`src/rtl/intr_ctrl_gen_pkg.sv`:
```
// Shared types and defaults for the parametrised interrupt aggregator.
// The trigger type and control word are common to the top and the pulse generator.
package intr_ctrl_gen_pkg;

  typedef enum logic {
    INTR_LEVEL_TRIG = 1'b0,
    INTR_PULSE_TRIG = 1'b1
  } intr_trigger_type;

  localparam int PW_BW_DEFAULT = 8;
  localparam int PW_DEFAULT    = 10;

  typedef struct packed {
    logic [PW_BW_DEFAULT-1:0] width;
    intr_trigger_type         trig_type;
  } intr_ctrl_t;

  localparam intr_ctrl_t INTR_CTRL_DEFAULT = '{
    width:     PW_BW_DEFAULT'(PW_DEFAULT),
    trig_type: INTR_PULSE_TRIG
  };

  // Pulse length actually loaded: a zero width still produces a single cycle.
  function automatic logic [PW_BW_DEFAULT-1:0] pulse_load(input logic [PW_BW_DEFAULT-1:0] width);
    if (width == {PW_BW_DEFAULT{1'b0}}) begin
      return {{(PW_BW_DEFAULT-1){1'b0}}, 1'b1};
    end else begin
      return width;
    end
  endfunction

endpackage

```
`src/rtl/intr_pulse_gen.sv`:
```
// Interrupt line generator: level follow-through or a reloadable pulse counter.
// A mode change forces one quiet cycle so nothing carries over between modes.
module intr_pulse_gen
  import intr_ctrl_gen_pkg::*;
#(
  parameter int PW_BW = 8
) (
  input  logic             clk,
  input  logic             rst,
  input  logic             trig,
  input  logic             level,
  input  logic             mode,
  input  logic [PW_BW-1:0] width,
  input  logic             mode_chg,
  output logic             intr
);

  logic [PW_BW-1:0] cnt_r;
  logic [PW_BW-1:0] cnt_n;
  logic [PW_BW-1:0] load_s;
  logic             intr_r;
  logic             intr_n;

  assign load_s = (width == {PW_BW{1'b0}}) ? {{(PW_BW-1){1'b0}}, 1'b1} : width;

  // State register: pulse counter and registered interrupt line.
  always_ff @(posedge clk) begin
    if (rst) begin
      cnt_r  <= {PW_BW{1'b0}};
      intr_r <= 1'b0;
    end else begin
      cnt_r  <= cnt_n;
      intr_r <= intr_n;
    end
  end

  // Next-state: a fresh trigger reloads, otherwise count down to idle.
  always_comb begin
    cnt_n = cnt_r;
    if (mode_chg) begin
      cnt_n = {PW_BW{1'b0}};
    end else if (mode == INTR_PULSE_TRIG) begin
      if (trig) begin
        cnt_n = load_s;
      end else if (cnt_r != {PW_BW{1'b0}}) begin
        cnt_n = cnt_r - {{(PW_BW-1){1'b0}}, 1'b1};
      end else begin
        cnt_n = {PW_BW{1'b0}};
      end
    end else begin
      cnt_n = {PW_BW{1'b0}};
    end
  end

  // Output: level mode mirrors masked status, pulse mode is high while counting.
  always_comb begin
    intr_n = 1'b0;
    if (mode_chg) begin
      intr_n = 1'b0;
    end else if (mode == INTR_PULSE_TRIG) begin
      intr_n = (cnt_n != {PW_BW{1'b0}});
    end else begin
      intr_n = level;
    end
  end

  assign intr = intr_r;

endmodule

```
`src/rtl/intr_ctrl_gen.sv`:
```
// Parametrised interrupt aggregator: sticky raw status with W1C, mask, NMI bypass, one CPU line.
// Optional macro INTR_CTRL_GEN_SYNC_EN adds a 2-flop synchroniser in front of the edge detector.
module intr_ctrl_gen
  import intr_ctrl_gen_pkg::*;
#(
  parameter int                NUM_SRC       = 8,
  parameter int                PW_BW         = 8,
  parameter int                PW_DEFAULT    = intr_ctrl_gen_pkg::PW_DEFAULT,
  parameter logic [NUM_SRC-1:0] NMI_MASK      = {NUM_SRC{1'b0}},
  parameter logic [NUM_SRC-1:0] INIT_CLR_MASK = {NUM_SRC{1'b1}}
) (
  input  logic               clk,
  input  logic               rst,
  input  logic [NUM_SRC-1:0] src,
  input  logic               w1c_vld,
  input  logic [NUM_SRC-1:0] w1c_data,
  input  logic               msk_we,
  input  logic [NUM_SRC-1:0] msk_wdata,
  input  logic               ctrl_we,
  input  logic               ctrl_type,
  input  logic [PW_BW-1:0]   ctrl_width,
  input  logic               init_clr,
  output logic [NUM_SRC-1:0] raw_stat,
  output logic [NUM_SRC-1:0] msk_stat,
  output logic [NUM_SRC-1:0] msk,
  output logic               intr
);

  logic [NUM_SRC-1:0] src_s;
  logic [NUM_SRC-1:0] src_q_r;
  logic [NUM_SRC-1:0] rise_s;
  logic [NUM_SRC-1:0] clr_s;
  logic [NUM_SRC-1:0] en_s;
  logic [NUM_SRC-1:0] raw_r;
  logic [NUM_SRC-1:0] msk_r;
  intr_trigger_type   ctrl_type_r;
  logic [PW_BW-1:0]   ctrl_width_r;
  logic               trig_s;
  logic               level_s;

`ifdef INTR_CTRL_GEN_SYNC_EN
  logic [NUM_SRC-1:0] sync1_r;
  logic [NUM_SRC-1:0] sync2_r;

  // Two-flop synchroniser for sources from foreign clock domains.
  always_ff @(posedge clk) begin
    if (rst) begin
      sync1_r <= {NUM_SRC{1'b0}};
      sync2_r <= {NUM_SRC{1'b0}};
    end else begin
      sync1_r <= src;
      sync2_r <= sync1_r;
    end
  end

  assign src_s = sync2_r;
`else
  assign src_s = src;
`endif

  // Source history for rising-edge detection.
  always_ff @(posedge clk) begin
    if (rst) begin
      src_q_r <= {NUM_SRC{1'b0}};
    end else begin
      src_q_r <= src_s;
    end
  end

  // Edge, clear and enable terms; NMI sources bypass the mask everywhere.
  always_comb begin
    en_s    = msk_r | NMI_MASK;
    rise_s  = src_s & ~src_q_r;
    clr_s   = (w1c_vld  ? w1c_data      : {NUM_SRC{1'b0}})
            | (init_clr ? INIT_CLR_MASK : {NUM_SRC{1'b0}});
    trig_s  = |(rise_s & en_s);
    level_s = |(raw_r & en_s);
  end

  // Sticky raw status; a set in the same cycle as a clear wins.
  always_ff @(posedge clk) begin
    if (rst) begin
      raw_r <= {NUM_SRC{1'b0}};
    end else begin
      raw_r <= rise_s | (raw_r & ~clr_s);
    end
  end

  // Mask and control registers.
  always_ff @(posedge clk) begin
    if (rst) begin
      msk_r        <= {NUM_SRC{1'b0}};
      ctrl_type_r  <= INTR_PULSE_TRIG;
      ctrl_width_r <= PW_BW'(PW_DEFAULT);
    end else begin
      if (msk_we) begin
        msk_r <= msk_wdata;
      end
      if (ctrl_we) begin
        ctrl_type_r  <= intr_trigger_type'(ctrl_type);
        ctrl_width_r <= ctrl_width;
      end
    end
  end

  intr_pulse_gen #(
    .PW_BW (PW_BW)
  ) u_pulse_gen (
    .clk      (clk),
    .rst      (rst),
    .trig     (trig_s),
    .level    (level_s),
    .mode     (ctrl_type_r),
    .width    (ctrl_width_r),
    .mode_chg (ctrl_we),
    .intr     (intr)
  );

  assign raw_stat = raw_r;
  assign msk      = msk_r;
  assign msk_stat = raw_r & en_s;

endmodule

```
`config.mk`:
```
export PLATFORM = sky130hd
export DESIGN_NAME = intr_ctrl_gen
export DESIGN_NICKNAME = d
export VERILOG_FILES = /design/src/rtl/intr_ctrl_gen_pkg.sv /design/src/rtl/intr_pulse_gen.sv /design/src/rtl/intr_ctrl_gen.sv
export SDC_FILE = /design/constraint.sdc
export NUM_CORES = 1
export LEC_CHECK = 0
export ABC_AREA = 1
export CAP_MARGIN = 20
export CORE_UTILIZATION = 49
export CTS_CLUSTER_SIZE = 24
export DETAILED_ROUTE_END_ITERATION = 8
export PLACE_DENSITY = 0.84
export SYNTH_ARGS = -nofsm -noshare
export SYNTH_HDL_FRONTEND = slang
export SYNTH_SLANG_ARGS = --single-unit
```
`constraint.sdc`:
```
create_clock -name clk -period 4.2 [get_ports clk]
set_input_delay 0.84 -clock clk [delete_from_list [all_inputs] [get_ports clk]]
set_output_delay 0.84 -clock clk [all_outputs]
set_load 0.005 [all_outputs]
```
-- Word level (Yosys, flattened, before mapping)
Cells that the tools add are included.
Widths: inputs -> output; s select.
- bitwise gates (word level): 8
- $add $sub $neg: 1
- mux-type cells: 8
- reductions and logical operators: 6
- operators by type and width (cell ; count):
    $mux 8 ; 7
    $and 8x8->8 ; 4
    $not 8->8 ; 2
    $or 8x8->8 ; 2
    $reduce_bool 8->1 ; 2
    $reduce_or 8->1 ; 2
    $logic_not 8->1 ; 1
    $sub 8x1->8 const B ; 1
    $reduce_or 2->1 ; 1
    $mux 1 ; 1
- input port bits: 39
- bits in registers: 42
- word-level logic and storage cells: 30
- output and inout bits: 25

-- Logic depth before layout (Yosys ltp)
- word-level depth: 9
- depth in mapped cells: 13
- gate-level depth less buffers: 13

-- Hierarchy
A second synthesis with hierarchy kept.
- cells, all modules: 297
- area, all modules: 2011.9 um^2
- by module, submodules not included (module ; times used ; cells each ; area an instance (um^2)):
    intr_ctrl_gen ; 1 ; 186 ; 1326.3
    intr_pulse_gen ; 1 ; 111 ; 685.7

-- Worst setup path before layout
Ideal clock, no wire load.
- path type: input to register
- start: input src[6]
- end: register u_pulse_gen.intr_r, in the netlist u_pulse_gen.intr
- arrival time: 1.636 ns
- library setup time: 0.109 ns
- path slack: 2.455 ns
- stages: 12
- cell sequence: nand3_1 -> nand2_2 -> inv_1 -> nand2_1 -> nor2_2 -> nand2_1 -> nand3_1 -> nand2_1 -> nor2_1 -> nand3_1 -> nand2_1 -> inv_1
- word-level cells in the longest chain between the ends: 8
- ends and longest elaborated chain (element ; line ; text):
    start, declared ; intr_ctrl_gen.sv:14 ; input logic [NUM_SRC-1:0] src,
    $and 8x8->8 ; intr_ctrl_gen.sv:73 ; rise_s = src_s & ~src_q_r;
    $and 8x8->8 ; intr_ctrl_gen.sv:76 ; trig_s = |(rise_s & en_s);
    $reduce_or 8->1 ; intr_ctrl_gen.sv:76 ;
    $mux 8 ; intr_pulse_gen.sv:43 ; if (trig) begin
    $mux 8 ; intr_pulse_gen.sv:42 ; end else if (mode == INTR_PULSE_TRIG) begin
    $mux 8 ; intr_pulse_gen.sv:40 ; if (mode_chg) begin
    $reduce_bool 8->1 ; intr_pulse_gen.sv:61 ; intr_n = (cnt_n != {PW_BW{1'b0}});
    $mux 1 ; intr_pulse_gen.sv:60 ; end else if (mode == INTR_PULSE_TRIG) begin
    end signal, assigned ; intr_pulse_gen.sv:33 ; intr_r <= intr_n;
    end, declared ; intr_pulse_gen.sv:21 ; logic intr_r;
Every way passes these cells.
A chain may end at the register's enable or synchronous reset.

-- Worst setup path after layout
- start: register msk_r[0], in the netlist msk[0]
- end: output msk_stat[0]
- word-level cells in the longest chain between the ends: 1
- ends and longest elaborated chain (element ; line ; text):
    start, declared ; intr_ctrl_gen.sv:35 ; logic [NUM_SRC-1:0] msk_r;
    start signal, assigned ; intr_ctrl_gen.sv:92 ; msk_r <= {NUM_SRC{1'b0}};
    start signal, assigned ; intr_ctrl_gen.sv:97 ; msk_r <= msk_wdata;
    $and 8x8->8 ; intr_ctrl_gen.sv:121 ; assign msk_stat = raw_r & en_s;
    end, declared ; intr_ctrl_gen.sv:24 ; output logic [NUM_SRC-1:0] msk_stat,
Every way passes these cells.

==> flow_metrics.py <==
metrics = {
    "status": {
        "status": "finished, final reports clean",
    },
    "sta": {
        "layout_setup_ws_ps": 1980,
        "fin_worst_skew_ps": 9.176,
        "max_slew_margin_pct": 69.84,
        "max_freq_mhz": 450.5,
        "hold_viol_final": 0,
        "rsz0062_at_grt": "no",
        "finalSetupViolCount": 0,
        "final-max-slew-violation-count": 0,
        "worst_pin_slew_ps": 451.9,
        "fin_crit_sh_pct": 52.85,
        "finalCriticalPeriod_ps": 2220,
        "finalSetupTns_ps": 0,
    },
    "critical_path": {
        "crit_path_cell_trace": "nand2_1, inv_1, clkdlybuf4s50_1",
        "crit_required_ps": 3360,
        "cp_slowest_stage_delay_ps": 510,
        "crit_path_end_kind": "output pin",
        "cpLargestDelayFamily": "buffers and inverters",
        "slowest_stage": "clkdlybuf4s50_1",
        "cp_max_fo": 4,
        "startpoint_type": "flop",
        "critPathKind": "reg -> out",
        "crit_arrival_ps": 1380,
        "crit_buf_inv": 2,
    },
    "cts": {
        "clk_pin_slew_ps": 80,
        "cts_buffers": 5,
        "clock_latency_ps": 290,
        "h-tree-depth": 2,
        "clock_path_buffers": 2,
        "root_buffer": "clkbuf_8",
        "post-cts-setup-buffers": 0,
        "cts_tree": "yes",
        "hold_buffers": 0,
        "cts.repair.resized": 0,
        "cts_num_sinks": 42,
    },
    "yosys": {
        "synth_nets": 331,
        "synth_top_area_cell": "dfxtp_1",
        "yosysUniqueCellTypes": 20,
        "synthTopCellsByArea": "dfxtp_1 (43%), nand2_1 (11%), nand3_1 (9.4%)",
        "yosys_warnings": 0,
        "synth.avg_cell_area_um2": 6.791,
        "synth_top_cell_area_share_pct": 42.69,
        "ys_ff_latch": 42,
        "netlist_instances": 290,
        "synthesis.area_um2": 1969,
        "seq_area_frac_synth_pct": 42.69,
    },
    "finish": {
        "area_delta_synth_final_pct": 41.55,
        "final_util_pct": 74.47,
        "antenna_cells": 0,
        "nNetsFinal": 396,
        "drive_gt1_share_pct": 8.427,
        "final_cell_count_no_fill": 404,
        "fin_area_um2": 2788,
    },
    "power_and_ir_drop": {
        "leakagePower_uw": 0.001335,
        "peakVddDrop_mv": 0.1927,
        "powerDensity_nw_per_um2": 389.7,
    },
    "detailed_routing": {
        "wl_per_cell_um": 12.35,
        "drcViolationCount": 0,
        "detail_route.first_pass.iterations": 4,
        "vias_per_cell": 5.030,
        "drt_wl_total_um": 4988,
        "vias": 2032,
        "final_antenna_net_count": 0,
        "drt_iter0_drc": 135,
    },
    "floorplanning": {
        "core_area_um2": 3744,
        "fp.dieW_um": 65.40,
        "dieArea_um2": 4277,
        "start_util_pct": 52.61,
        "io_pins": 64,
        "die_h_um": 65.40,
        "row_count": 22,
    },
    "placed_design": {
        "dpl.hpwl_um": 3772,
        "place_inst": 396,
        "place_area_um2": 2645,
        "preCtsSetupSlack_ps": 1794,
        "routabilityCongestion": 0.9279,
        "port_buffers": 63,
    },
    "grt": {
        "grt-ovfl-total": 0,
        "antenna_found_initial": 0,
        "grt_pass1_wl_um": 8238,
        "gr-usage-all-layers_pct": 25.25,
        "first_global_vias": 1923,
        "grt_max_degree": 28,
    },
    "hold_path": {
        "hold_class": "reg -> reg",
    },
    "flow_run": {
        "drv_cap": 0,
    },
}
kinds of logic (layout without fill, tap and decap cells):
logic type,Yosys count,count (layout),synth area share [%]
adder cells (fa/ha/maj),2,2,1.270
flip-flops,42,42,42.69
XOR/XNOR,1,1,0.4448
AND/OR/NAND/NOR,153,153,35.51
AO/OA/AOI/OAI,36,36,9.403
buffers and inverters,56,122,10.67
state kept, by name (all words and copies together), names as in the netlist:
register           count
ctrl_width_r           8
msk                    8
raw_stat               8
src_q_r                8
u_pulse_gen.cnt_r      8
ctrl_type_r            1
u_pulse_gen.intr       1
per-layer routing:
layer	wire length [um]	vias up	global-route usage (%)
li1	-	1036	-
met1	2225	928	29.08
met2	2422	61	44.97
met3	284	7	7.118
met4	55	0	7.337
met5	0	-	0
final cells by class:
cell class                 instances  area (um2)
multi-input combinational        192       918.4
inverter                          50       187.7
sequential                        42       840.8
clock inverter                     2       60.06
tap                               48       60.06
fill                             327       955.9
clock buffer                       6       82.58
timing repair buffer              64       638.1
metrics by stage:
stage,hold slack [ps],power (uW)
after floorplan,448.3,600.6
after global placement,476.0,697.1
after detailed placement,477.4,700.5
after CTS,491.1,1089
after global routing,526.2,1138
final,489.7,1086
worst paths after layout:
kind	end	slack [ps]	cells past startpoint	start
min reg2reg	ctrl_width_r[2]	490	2	ctrl_width_r[2]
max	msk_stat[0]	1980	3	msk[0]
max reg2reg	u_pulse_gen.intr	2670	13	u_pulse_gen.cnt_r[0]
min	ctrl_width_r[2]	490	2	ctrl_width_r[2]
cell usage in the layout (no fill, tap or decap), drive strengths merged:
cell type,synthesis,final
a21oi,16,16
a31oi,1,1
buf,0,1
bufinv,0,2
clkbuf,6,6
clkdlybuf4s50,0,63
dfxtp,42,42
ha,2,2
inv,50,50
nand2,63,63
nand3,38,38
nand4,4,4
nor2,48,48
o21ai,18,18
o311ai,1,1
xor2,1,1
synth_stat cells, drive strengths merged:
library cell	n
a21oi	16
nand2	63
dfxtp	42
nor2	48
inv	50
xor2	1
nand3	38
clkbuf	6
o311ai	1
a31oi	1
o21ai	18
nand4	4
ha	2
where the power goes:
group | switching, uW | internal [uW] | total (uW) | leakage (uW)
combinational | 132 | 116 | 249 | 0.000916
clock | 138 | 254 | 392 | 0.0000714
sequential | 19.8 | 426 | 446 | 0.000348
worst reg2reg max path, cell delays in order (launching register included):
cell and delay (ps):
dfxtp_1 310, inv_2 90, ha_1 150, nand2_1 60, nor2_2 120, nand2_4 100
nand3_1 90, nand2_1 50, nand3_1 90, nand2_1 50, nor2_1 130, nand3_1 90
nand2_1 60, inv_1 30
(Power assumes the default switching activity.)
